**config.mk**
```make
export PLATFORM = sky130hd
export DESIGN_NAME = kbest_array_reader_flat
export DESIGN_NICKNAME = d
export VERILOG_FILES = /design/src/rtl/kbest_pkg.sv /design/src/rtl/kbest_array_reader_if.sv /design/src/rtl/kbest_rd_serializer.sv /design/src/rtl/kbest_array_reader.sv /design/src/flat_wrapper.sv
export SDC_FILE = /design/constraint.sdc
export NUM_CORES = 1
export LEC_CHECK = 0
export BUFFER_PORTS_ARGS = -buffer_cell sky130_fd_sc_hd__buf_2
export CORE_ASPECT_RATIO = 0.6
export CORE_MARGIN = 10
export CORE_UTILIZATION = 40
export CTS_BUF_LIST = sky130_fd_sc_hd__clkbuf_8 sky130_fd_sc_hd__clkbuf_16
export DETAILED_ROUTE_END_ITERATION = 10
export PLACE_DENSITY = 0.61
export SYNTH_ARGS = -nofsm -noshare
export SYNTH_HDL_FRONTEND = slang
export SYNTH_SLANG_ARGS = --single-unit
```
**constraint.sdc**
```tcl
create_clock -name clk -period 2.8 [get_ports clk]
set_input_delay 0.14 -clock clk [delete_from_list [all_inputs] [get_ports clk]]
set_output_delay 0.14 -clock clk [all_outputs]
set_load 0.1 [all_outputs]
```
**src/rtl/kbest_pkg.sv**
```systemverilog
// rtl/kbest_pkg.sv - shared types and constants for the k-best result reader
// Optional ping-pong prefetch is selected by KBEST_RD_PREFETCH_EN.
package kbest_pkg;
    localparam int KBEST_ADDR_W = 8;
    localparam int KBEST_DEPTH  = 2 ** KBEST_ADDR_W;
    localparam int KBEST_DATA_W = 32;
    localparam int KBEST_K      = 4;

`ifdef KBEST_RD_PREFETCH_EN
    localparam int KBEST_NBUF = 2;
`else
    localparam int KBEST_NBUF = 1;
`endif

    typedef enum logic [2:0] {IDLE, RD, CAP, SEND, FIN} rd_state_t;
    typedef logic [KBEST_DATA_W-1:0] kbest_word_t;
endpackage

```
**src/rtl/kbest_array_reader_if.sv**
```systemverilog
// rtl/kbest_array_reader_if.sv - output word stream of the k-best array reader
interface kbest_array_reader_if #(
    parameter int DATA_WIDTH = 32,
    parameter int K          = 4,
    parameter int ADDR_WIDTH = 8
);
    localparam int BANK_W = (K > 1) ? $clog2(K) : 1;

    logic [DATA_WIDTH-1:0] out_data;
    logic [BANK_W-1:0]     out_bank;
    logic [ADDR_WIDTH-1:0] out_addr;
    logic                  out_valid;
    logic                  out_ready;
    logic                  out_last;

    modport master (output out_data, out_bank, out_addr, out_valid, out_last, input out_ready);
    modport slave  (input out_data, out_bank, out_addr, out_valid, out_last, output out_ready);
endinterface

```
**src/rtl/kbest_rd_serializer.sv**
```systemverilog
// rtl/kbest_rd_serializer.sv - K-word hold buffer(s) and bank counter feeding the output stream
// Two buffers are used as a ping-pong pair when KBEST_RD_PREFETCH_EN is defined.
module kbest_rd_serializer
    import kbest_pkg::*;
#(
    parameter int DATA_WIDTH = 32,
    parameter int K          = 4,
    parameter int ADDR_WIDTH = 8,
    parameter int BANK_W     = 2
) (
    input  logic                           clk,
    input  logic                           rst_n,
    input  logic                           i_cap,
    input  logic [K-1:0][DATA_WIDTH-1:0]   i_cap_data,
    input  logic [ADDR_WIDTH-1:0]          i_cap_addr,
    input  logic                           i_cap_last,
    input  logic                           i_ready,
    output logic [DATA_WIDTH-1:0]          o_data,
    output logic [BANK_W-1:0]              o_bank,
    output logic [ADDR_WIDTH-1:0]          o_addr,
    output logic                           o_valid,
    output logic                           o_last,
    output logic                           o_word_done,
    output logic [1:0]                     o_occupancy
);
    // With a single buffer the pointers never toggle and buffer 1 is never written.
    localparam logic PP = (KBEST_NBUF == 2);

    logic [K-1:0][DATA_WIDTH-1:0] r_buf  [2];
    logic [ADDR_WIDTH-1:0]        r_addr [2];
    logic [1:0]                   r_lastf;
    logic [1:0]                   r_full;
    logic                         r_wp;
    logic                         r_rp;
    logic [BANK_W-1:0]            r_bank;

    logic w_hs;
    logic w_bank_end;

    assign w_bank_end  = (r_bank == BANK_W'(K - 1));
    assign o_valid     = r_full[r_rp];
    assign w_hs        = o_valid & i_ready;
    assign o_word_done = w_hs & w_bank_end;
    assign o_data      = r_buf[r_rp][r_bank];
    assign o_bank      = r_bank;
    assign o_addr      = r_addr[r_rp];
    assign o_last      = r_lastf[r_rp] & w_bank_end;
    assign o_occupancy = {1'b0, r_full[0]} + {1'b0, r_full[1]};

    always_ff @(posedge clk or negedge rst_n) begin
        if (!rst_n) begin
            r_buf[0]  <= '0;
            r_buf[1]  <= '0;
            r_addr[0] <= '0;
            r_addr[1] <= '0;
            r_lastf   <= '0;
            r_full    <= '0;
            r_wp      <= 1'b0;
            r_rp      <= 1'b0;
            r_bank    <= '0;
        end else begin
            if (i_cap) begin
                r_buf[r_wp]   <= i_cap_data;
                r_addr[r_wp]  <= i_cap_addr;
                r_lastf[r_wp] <= i_cap_last;
                r_full[r_wp]  <= 1'b1;
                r_wp          <= r_wp ^ PP;
            end
            if (w_hs) begin
                if (w_bank_end) begin
                    r_bank       <= '0;
                    r_full[r_rp] <= 1'b0;
                    r_rp         <= r_rp ^ PP;
                end else begin
                    r_bank <= r_bank + 1'b1;
                end
            end
        end
    end
endmodule

```
**src/rtl/kbest_array_reader.sv**
```systemverilog
// rtl/kbest_array_reader.sv - walks an address range on SRAM read port 1 and streams all K bank words
// KBEST_RD_PREFETCH_EN (see kbest_pkg) overlaps the next read with streaming of the current one.
module kbest_array_reader
    import kbest_pkg::*;
#(
    parameter int DATA_WIDTH = KBEST_DATA_W,
    parameter int K          = KBEST_K,
    parameter int ADDR_WIDTH = KBEST_ADDR_W
) (
    input  logic                         clk,
    input  logic                         rst_n,
    input  logic                         start,
    input  logic [ADDR_WIDTH-1:0]        start_addr,
    input  logic [ADDR_WIDTH:0]          num_addrs,
    output logic                         busy,
    output logic                         done,
    output logic [K-1:0]                 csb1,
    output logic [ADDR_WIDTH-1:0]        addr1,
    input  logic [K-1:0][DATA_WIDTH-1:0] rdata1,
    kbest_array_reader_if.master         out_if
);
    localparam int BANK_W = (K > 1) ? $clog2(K) : 1;

    rd_state_t             r_state, w_next;
    logic [ADDR_WIDTH-1:0] r_iss_addr;
    logic [ADDR_WIDTH:0]   r_iss_left;
    logic [ADDR_WIDTH:0]   r_remaining;
    logic [ADDR_WIDTH-1:0] r_cap_addr;
    logic                  r_cap_last;
    logic                  r_cap_pend;
    logic                  w_issue;
    logic                  w_word_done;
    logic [1:0]            w_occ;

    always_ff @(posedge clk or negedge rst_n) begin
        if (!rst_n) r_state <= IDLE;
        else        r_state <= w_next;
    end

    // A read may issue in SEND only when a hold buffer is free even after the pending capture.
    always_comb begin
        w_next  = r_state;
        w_issue = 1'b0;
        busy    = 1'b1;
        done    = 1'b0;
        case (r_state)
            IDLE: begin
                busy = 1'b0;
                if (start) w_next = (num_addrs == '0) ? FIN : RD;
            end
            RD: begin
                w_issue = 1'b1;
                w_next  = CAP;
            end
            CAP: w_next = SEND;
            SEND: begin
                w_issue = (r_iss_left != '0) &&
                          (({1'b0, w_occ} + {2'b0, r_cap_pend}) < 3'(KBEST_NBUF));
                if (w_word_done) begin
                    if (r_remaining == (ADDR_WIDTH+1)'(1)) w_next = FIN;
                    else                                   w_next = (KBEST_NBUF == 2) ? SEND : RD;
                end
            end
            FIN: begin
                done   = 1'b1;
                w_next = IDLE;
            end
            default: w_next = IDLE;
        endcase
    end

    assign csb1  = w_issue ? '0 : '1;
    assign addr1 = r_iss_addr;

    always_ff @(posedge clk or negedge rst_n) begin
        if (!rst_n) begin
            r_iss_addr  <= '0;
            r_iss_left  <= '0;
            r_remaining <= '0;
            r_cap_addr  <= '0;
            r_cap_last  <= 1'b0;
            r_cap_pend  <= 1'b0;
        end else begin
            r_cap_pend <= w_issue;
            if (r_state == IDLE && start) begin
                r_iss_addr  <= start_addr;
                r_iss_left  <= num_addrs;
                r_remaining <= num_addrs;
            end
            if (w_issue) begin
                r_cap_addr <= r_iss_addr;
                r_cap_last <= (r_iss_left == (ADDR_WIDTH+1)'(1));
                r_iss_addr <= r_iss_addr + 1'b1;
                r_iss_left <= r_iss_left - 1'b1;
            end
            if (w_word_done) r_remaining <= r_remaining - 1'b1;
        end
    end

    kbest_rd_serializer #(
        .DATA_WIDTH (DATA_WIDTH),
        .K          (K),
        .ADDR_WIDTH (ADDR_WIDTH),
        .BANK_W     (BANK_W)
    ) u_ser (
        .clk         (clk),
        .rst_n       (rst_n),
        .i_cap       (r_cap_pend),
        .i_cap_data  (rdata1),
        .i_cap_addr  (r_cap_addr),
        .i_cap_last  (r_cap_last),
        .i_ready     (out_if.out_ready),
        .o_data      (out_if.out_data),
        .o_bank      (out_if.out_bank),
        .o_addr      (out_if.out_addr),
        .o_valid     (out_if.out_valid),
        .o_last      (out_if.out_last),
        .o_word_done (w_word_done),
        .o_occupancy (w_occ)
    );
endmodule
```
**src/flat_wrapper.sv**
```systemverilog
// flat-port wrapper written by rule: the top's interface ports become plain ports
module kbest_array_reader_flat import kbest_pkg::*;
#(
    parameter int DATA_WIDTH = KBEST_DATA_W,
    parameter int K          = KBEST_K,
    parameter int ADDR_WIDTH = KBEST_ADDR_W
)
  (clk, rst_n, start, start_addr, num_addrs, busy, done, csb1, addr1, rdata1, out_if_out_data, out_if_out_bank, out_if_out_addr, out_if_out_valid, out_if_out_last, out_if_out_ready);
  kbest_array_reader_if #(.DATA_WIDTH(DATA_WIDTH), .K(K), .ADDR_WIDTH(ADDR_WIDTH)) out_if_i ();
  input  logic clk;
  input  logic rst_n;
  input  logic start;
  input  logic [ADDR_WIDTH-1:0] start_addr;
  input  logic [ADDR_WIDTH:0] num_addrs;
  output logic busy;
  output logic done;
  output logic [K-1:0] csb1;
  output logic [ADDR_WIDTH-1:0] addr1;
  input  logic [K-1:0][DATA_WIDTH-1:0] rdata1;
  output wire logic [$bits(out_if_i.out_data)-1:0] out_if_out_data;
  output wire logic [$bits(out_if_i.out_bank)-1:0] out_if_out_bank;
  output wire logic [$bits(out_if_i.out_addr)-1:0] out_if_out_addr;
  output wire logic [$bits(out_if_i.out_valid)-1:0] out_if_out_valid;
  output wire logic [$bits(out_if_i.out_last)-1:0] out_if_out_last;
  input wire logic [$bits(out_if_i.out_ready)-1:0] out_if_out_ready;
  assign out_if_out_data = out_if_i.out_data;
  assign out_if_out_bank = out_if_i.out_bank;
  assign out_if_out_addr = out_if_i.out_addr;
  assign out_if_out_valid = out_if_i.out_valid;
  assign out_if_out_last = out_if_i.out_last;
  assign out_if_i.out_ready = out_if_out_ready;
  kbest_array_reader #(.DATA_WIDTH(DATA_WIDTH), .K(K), .ADDR_WIDTH(ADDR_WIDTH)) u_core (.clk(clk), .rst_n(rst_n), .start(start), .start_addr(start_addr), .num_addrs(num_addrs), .busy(busy), .done(done), .csb1(csb1), .addr1(addr1), .rdata1(rdata1), .out_if(out_if_i));
endmodule
```
Word-level counts from Yosys, hierarchy flattened. Cells that the tools add are included.

Register bits: 180. Bits in latches: 0. RAM bits: 0. ROM bits: 0. Input port bits: 149. Output and inout port bits: 58. Logic and storage cells: 63. Memories: 0.

Add/subtract/negate cells: 6. $mul: 0. Div/mod/pow operators: 0. $lt $le $gt $ge: 2. Equal/unequal tests: 9. Shift operators: 0. Muxes and demuxes: 20. Bitwise gates (word level): 3. Reduce and logical (&&, ||, !) cells: 8.

Operators with widths (number): binary-select mux 32 bit (select 2 bit) (1); two-way mux 32 bit (1); two-way mux 9 bit (3); equality test 9 x 1 -> 1 bit, second input constant (2); subtractor 9 x 1 -> 9 bit, second input constant (2); two-way mux 8 bit (2); two-way mux 3 bit (4); one-hot mux 3 bit (4 select lines) (1); logical NOT 9 bit (1); nonzero test 9 bit (1); adder 8 x 1 -> 8 bit, second input constant (1); equality test 3 x 2 -> 1 bit, second input constant (2); two-way mux 1 bit (5); two-way mux 4 bit (1); != test 2 bit, second input constant (2); nonzero test 2 bit (2); adder 2 x 1 -> 3 bit (1); bitwise AND 1 bit (3); equality test 3 x 1 -> 1 bit, second input constant (1); equality test 3 bit, second input constant (1); logical NOT 3 bit (1); less-than comparator 2 x 3 -> 1 bit, second input constant (1); less-than comparator 3 x 1 -> 1 bit, second input constant (1); adder 1 x 1 -> 2 bit (1); 6 further kinds (7).

Logic depth before layout (Yosys ltp). Gate-level depths: netlist of the first run.

Depth after elaboration: 6. Depth in mapped cells: 8. Gate-level depth less buffers: 7.

Hierarchy. From an unflattened synthesis of the first run, not the netlist that was laid out.

Cell total of the unflattened synthesis: 585. Area, all modules: 8206.6 µm².

Modules (own cells, without submodules): kbest_rd_serializer (instances 1, cells each 344, area an instance 6058.3 µm², sequential area each 3503.4 µm²); kbest_array_reader (instances 1, cells each 241, area an instance 2148.3 µm², sequential area each 975.9 µm²).

Least setup slack after synthesis of the first run. Ideal clock, no wire load.

Path type: reg-to-output. From: reg u_core.u_ser.r_full[0]. To: out csb1[1]. Arrival: 2.578 ns. Data required time: 2.660 ns. Setup slack: 0.082 ns. Stages on the path, launching flop included: 7. Cells stage by stage: dfrtp_1 > or4b_1 > a31oi_1 > nor2_4 > buf_6 > buf_2 > buf_4.

Longest elaborated chain between the ends: 6.

RTL lines: start, declared (RTL line kbest_rd_serializer.sv:32) `logic [1:0] r_full;`; start signal, assigned (RTL line kbest_rd_serializer.sv:57) `r_full <= '0;`; start signal, assigned by index (RTL line kbest_rd_serializer.sv:66) `r_full[r_wp] <= 1'b1;`; start signal, assigned by index (RTL line kbest_rd_serializer.sv:72) `r_full[r_rp] <= 1'b0;`; adder 1 x 1 -> 2 bit (RTL line kbest_rd_serializer.sv:48) `assign o_occupancy = {1'b0, r_full[0]} + {1'b0, r_full[1]};`; adder 2 x 1 -> 3 bit (RTL line kbest_array_reader.sv:58) `(({1'b0, w_occ} + {2'b0, r_cap_pend}) < 3'(KBEST_NBUF));`; less-than comparator 3 x 1 -> 1 bit (RTL line kbest_array_reader.sv:58); logical AND 1 bit (RTL line kbest_array_reader.sv:57) `w_issue = (r_iss_left != '0) &&`; one-hot mux 1 bit (2 select lines) (RTL line kbest_array_reader.sv:46) `case (r_state)`; two-way mux 4 bit (RTL line kbest_array_reader.sv:72) `assign csb1 = w_issue ? '0 : '1;`; end, declared (RTL line flat_wrapper.sv:17) `output logic [K-1:0] csb1;`.

No other way between the ends.

Worst setup path after layout of the first run.
From: reg u_core.r_cap_pend. To: out csb1[3].

Longest elaborated chain between the ends: 5.

RTL lines: start, declared (RTL line kbest_array_reader.sv:30) `logic r_cap_pend;`; start signal, assigned (RTL line kbest_array_reader.sv:84) `r_cap_pend <= w_issue;`; adder 2 x 1 -> 3 bit (RTL line kbest_array_reader.sv:58); less-than comparator 3 x 1 -> 1 bit (RTL line kbest_array_reader.sv:58); logical AND 1 bit (RTL line kbest_array_reader.sv:57); one-hot mux 1 bit (2 select lines) (RTL line kbest_array_reader.sv:46); two-way mux 4 bit (RTL line kbest_array_reader.sv:72).

No other way between the ends.

==> results of run 1 <==
-- critical path, cell delays in order, from the launching register on --
cell,delay (ps)
dfrtp_4,480
or4b_1,560
a31oi_1,320
nor2_4,140
buf_4,260
buf_12,200
-- metrics by stage --
stage / area (um2) / setup slack (ps) / util (%) / std cells / hold slack (ps)
floorplan: 8050 / 82.4 / - / 578 / -156
global placement: 9430 / 410 / 47.5 / 1030 / 36.5
detailed placement: 9430 / 289 / 47.5 / 1030 / 42.8
CTS: 11300 / 16.9 / 57.1 / 1195 / 2.44
global route: 11400 / 124 / 57.4 / 1202 / 8.89
finish: 11400 / 264 / 57.4 / 1203 / 26.8
-- cells in the final DEF, fill, tap and decap left out, types with 4 or more instances in the layout --
master | Yosys | layout
a211oi_1 | 4 | 4
a21oi_1 | 11 | 11
a221o_1 | 5 | 5
buf_12 | 0 | 7
buf_2 | 5 | 201
buf_4 | 5 | 11
clkbuf_16 | 0 | 17
clkbuf_8 | 0 | 5
dfrtp_1 | 179 | 176
dlygate4sd3_1 | 0 | 137
ha_1 | 7 | 7
inv_1 | 10 | 13
mux2_2 | 138 | 138
mux4_2 | 32 | 32
nand2_1 | 33 | 33
nand3_1 | 16 | 16
nor2_1 | 25 | 25
nor3_1 | 10 | 10
nor3b_1 | 5 | 5
o21a_1 | 4 | 4
o21ai_0 | 17 | 17
o22ai_1 | 4 | 4
or3_1 | 4 | 4
-- cell usage after synthesis (4+ instances only) --
cell type  instances
a211oi_1           4
a21oi_1           11
a221o_1            5
buf_2              5
buf_4              5
clkbuf_1          21
dfrtp_1          179
ha_1               7
inv_1             10
mux2_2           138
mux4_2            32
nand2_1           33
nand3_1           16
nor2_1            25
nor3_1            10
nor3b_1            5
o21a_1             4
o21ai_0           17
o22ai_1            4
or3_1              4
-- metal layers --
metal	share of wire, %	routed length (um)	vias up
li1	-	-	2812
met1	44	10200	3119
met2	47	11000	223
met3	8.0	1870	17
met5	0	0	-
met4	0.73	169	0
-- cell families (layout without fill, tap and decap cells) --
family | Yosys count | count (layout)
buf+inv | 46 | 397
simple gates | 111 | 111
compound gates | 65 | 65
fa+ha+maj | 7 | 7
mux | 170 | 170
other cells | 0 | 1
flops | 179 | 179
-- registers in the layout, indices dropped and copies added, names as in the netlist --
register / count
u_core.addr1: 8
u_core.r_cap_addr: 8
u_core.r_cap_last: 1
u_core.r_cap_pend: 1
u_core.r_iss_left: 9
u_core.r_remaining: 9
u_core.r_state: 3
u_core.u_ser.o_bank: 2
u_core.u_ser.r_addr: 8
u_core.u_ser.r_buf: 128
u_core.u_ser.r_full: 1
u_core.u_ser.r_lastf: 1
-- layout make-up --
type                       count  area share [%]
antenna                        1          0.0219
clock buffer                  22            4.33
clock inverter                 7           0.526
inverter                      11           0.362
multi-input combinational    353            29.6
sequential                   179            39.3
tap                          273            2.99
timing repair buffer         357            22.9
-- what timing repair did --
action | 4_1_cts | 5_1_grt
resized for setup | 0 | 1
buffers inserted | 0 | 6
hold buffers | 136 | 1
setup endpoints to repair | 4 | 4
endpoints found under the hold margin | 200 | 1
pin swaps | 1 | 1
-- worst max-delay path by stage --
stage,end,from,slack [ps],cells past startpoint
floorplan,csb1[1],u_core.u_ser.r_full[0]$_DFF_PN0_,80,6
finish,csb1[3],u_core.r_cap_pend$_DFF_PN0_,260,5
global route,csb1[3],u_core.r_iss_left[5]$_DFFE_PN0P_,120,5
global placement,u_core.r_iss_left[7]$_DFFE_PN0P_,u_core.r_iss_left[5]$_DFFE_PN0P_,410,6
detailed placement,u_core.r_iss_left[7]$_DFFE_PN0P_,u_core.r_iss_left[5]$_DFFE_PN0P_,290,6
CTS,csb1[3],u_core.r_iss_left[5]$_DFFE_PN0P_,20,5
==> flow_summary.ini, run 1 <==
[status]
status = completed

[drt]
drtAntennaViolNets = 0
drc_errors = 0
dr.pass1.iters = 5
vias = 6171
routed_wl_mm = 23.3
avgRoutedWirePerCell_um = 19.3
first_iter_violations = 328
vias_per_cell = 5.13

[timing]
min_period_over_period_pct = 90.6
rsz0062_at_grt = no
drv_slew = 0
hold_viol = 0
fin_crit_ps = 2540
slew_headroom_pct = 47.3
worst_slew_pin_slew_ps = 790
fin_setup_tns_ps = 0
setup_viol = 0
clock_skew_ps = 9.29
fmax_ghz = 0.394

[clock_network]
cts_made_buffers = 17
htree_levels = 4
clk_latency_ps = 420
cts_buffer_depth = 2
clk_pin_slew_worst_paths_ps = 70
cts_tree = done
cts-root-buf = clkbuf_16
numClockSinks = 179

[logic_synthesis]
yosysWarnings = 0
synth_top_family_by_area = multiplexers
yosys.area_share.adder_pct = 1.09
ys.flop_type = dfrtp_1
syn_inst = 578
yosysTopAreaCellShare_pct = 55.6
synth.area.mux_share_pct = 28.3
synthXorXnorAreaFrac_pct = 0
synth_nets = 734
synth_cell_types = 49
synth-simple-area-share_pct = 6.96
seq_area_frac_synth_pct = 55.6
synth-edff-count = 0
synth_compound_area_share_pct = 5.52
synthArstFlopShare_pct = 100
ys_ff_latch = 179
netlist_area_um2 = 8050
synth_top_cell_by_area = dfrtp_1
avgSynthCellArea_um2 = 13.9
yosys-top-cells-area = dfrtp_1 (56%), mux2_2 (19%), mux4_2 (9.0%)

[setup_path]
r2r_cells = 7
cp.required_ps = 2660
endpoint_kind = output port
rrSetupSlack_ps = 470
crit_path_start_kind = register
timing.rr.start = u_core.r_iss_left[5]$_DFFE_PN0P_
arrival_ps = 2400
path_class = reg -> out
path_max_fanout = 20
reg2reg_to = u_core.r_iss_left[7]$_DFFE_PN0P_

[place]
hpwl_mm = 15.3
port_buffers = 206
gp_congestion = 0.845

[layout]
multiInputGateArea_um2 = 3380
drive_gt1_share_pct = 46.2
seq_area_um2 = 4490
fillers = 1557
nets = 1075
syn_to_final_growth_pct = 41.7

[global_routing]
gr-usage-met1_pct = 22.4
busiest_layer = met2
grt_max_degree = 139
globalRouteMet2Util_pct = 27.8
first_global_vias = 6626
antenna_found_initial = 0
overflow = 0
grt_use_met3_pct = 6.31
grt_pass1_wl_mm = 36.4
grt_use_total_pct = 17.5

[floorplan]
die_w_um = 203
rows = 40
die_height_um = 130
ios = 207
die_area_um2 = 26400
core_area_um2 = 19900
start_util_pct = 40.5

[min_path]
holdPathEnd = u_core.r_remaining[3]$_DFFE_PN0P_
worstHoldStart = num_addrs[3]
hold_depth = 3
hold_path.class = in -> reg

[flow_run]
drv_cap = 0
Power of run 1 is left out: the tool's default activity adds up to more than one toggle a clock period on the data nets, which glitch-free logic cannot reach.
==> run 2, diff against run 1 <==
- BUFFER_PORTS_ARGS: -buffer_cell sky130_fd_sc_hd__buf_2 -> -buffer_cell sky130_fd_sc_hd__buf_4
- CTS_BUF_LIST: sky130_fd_sc_hd__clkbuf_8 sky130_fd_sc_hd__clkbuf_16 -> sky130_fd_sc_hd__clkbuf_16
- TNS_END_PERCENT: unset -> 10
==> run 2 against run 1 <==
Net effect:
- largest cell class unchanged
- worst setup slack got worse by 48 ps
- cell area grew 5.5%
- fmax down 1.9%
- critical endpoint is now csb1[2]
- first-iteration DRC count decreased by 7.6%
==> flow_summary.ini, run 2 (synthesized netlist as in run 1, its figures left out) <==
[status]
status = completed

[clock_network]
cts-root-buf = clkbuf_16
cts_buffer_depth = 2
clk_latency_ps = 430
clk_pin_slew_worst_paths_ps = 60
htree_levels = 4
post_cts_buffers = 0
numClockSinks = 179
cts_made_buffers = 17
cts_tree = done

[drt]
highest_layer = met4
vias_per_cell = 5.09
avgRoutedWirePerCell_um = 19.1
first_iter_violations = 303
wl_met2_mm = 10.5
drtAntennaViolNets = 0
dr.pass1.iters = 5
wl_met3_mm = 1.54
vias = 6124
wl_met1_mm = 10.7
drc_errors = 0
routed_wl_mm = 23.0

[timing]
clock_skew_ps = 11.9
setup_viol = 0
fin_setup_tns_ps = 0
hold_viol = 0
holdWs_ps = 18.9
fmax_ghz = 0.387
worst_slew_pin_slew_ps = 844
slew_headroom_pct = 43.8
min_period_over_period_pct = 92.3
fin_crit_ps = 2580
rsz0062_at_grt = no
drv_slew = 0

[layout]
final_cell_mix = buf_4 (208), dfrtp_1 (176), dlygate4sd3_1 (143)
nets = 1074
syn_to_final_growth_pct = 49.5
layout_commonest_cell = buf_4
fillers = 1509
final_core_util_pct = 60.6
largest_register = u_core.u_ser.r_buf
drive_gt1_share_pct = 45.6
largest_register_ffs = 128
multiInputGateArea_um2 = 3380
seq_area_um2 = 4490
reg_top3 = u_core.u_ser.r_buf x128, u_core.r_iss_left x9, u_core.r_remaining x9
antennaDiodeCount = 0

[min_path]
hold_depth = 3
worstHoldStart = start_addr[6]
hold_path.class = in -> reg

[floorplan]
die_area_um2 = 26400
ios = 207
rows = 40
start_util_pct = 40.5
die_w_um = 203
die_height_um = 130
core_area_um2 = 19900

[setup_path]
crit_buf_inv = 2
path_class = reg -> out
max_stage_delay_ps = 470
timing.rr.start = u_core.r_cap_pend$_DFF_PN0_
crit_path_start_kind = register
cpMaxStageDelayCell = dfrtp_1
critPathLaunch = u_core.r_iss_left[4]$_DFFE_PN0P_
crit_chain = nor4_4 -> a31oi_1 -> nor2_4 -> buf_4 -> buf_4
r2r_cells = 6
crit_path_frequent_cell = buf_4
endpoint_kind = output port
path_max_fanout = 37
cp.required_ps = 2660
worstSetupPathDepth = 5
crit_family = buffers and inverters
arrival_ps = 2440

[place]
hpwl_mm = 15.5
port_buffers = 206
gp_congestion = 0.868

[global_routing]
first_global_vias = 6679
overflow = 0
antenna_found_initial = 0
grt_max_degree = 139
grt_pass1_wl_mm = 37.0
grt_use_total_pct = 17.7

[flow_run]
drv_cap = 0
[run 2: final cells by class]
cell class,instances,area share (%)
timing repair buffer,356,25.6
multi-input combinational,353,28.0
sequential,179,37.3
inverter,11,0.343
clock inverter,15,2.36
tap,273,2.84
clock buffer,17,3.53
[run 2: stage by stage]
stage	instances	worst slack (ps)	area, um2
finish	1204	215	12000
global route	1204	65.3	12000
CTS	1204	134	12000
detailed placement	1029	527	9890
global placement	1029	581	9890
floorplan	578	82.4	8050
[run 2: worst reg2reg max path, delay by kind of cell, from the launching register on]
kind	cells	cell delay [ps]
AOI/OAI and AO/OA	3	810
buffers and inverters	1	260
DFF	1	490
and+or+nand+nor	2	630
[run 2: metal layers]
metal / GRT usage (%) / vias up
li1: - / 2805
met1: 23.8 / 3106
met2: 27.1 / 195
met3: 5.77 / 18
met4: 4.28 / 0
met5: 0 / -
[run 2: worst paths after layout]
path	endpoint	slack [ps]
max	csb1[2]	220
min	u_core.addr1[6]$_DFFE_PN0P_	20
max reg2reg	u_core.r_iss_left[5]$_DFFE_PN0P_	510
min reg2reg	u_core.r_cap_addr[5]$_DFFE_PN0P_	470
max in group asynchronous	u_core.u_ser.r_buf[193]$_DFFE_PN0P_	1620
min in group asynchronous	u_core.u_ser.r_buf[154]$_DFFE_PN0P_	310
[run 2: timing repair]
action	4_1_cts	5_1_grt
endpoints found under the hold margin	218	0
hold buffers	143	0
setup endpoints to repair	0	4
resized for setup	0	1
Power of run 2 is left out for the same reason.
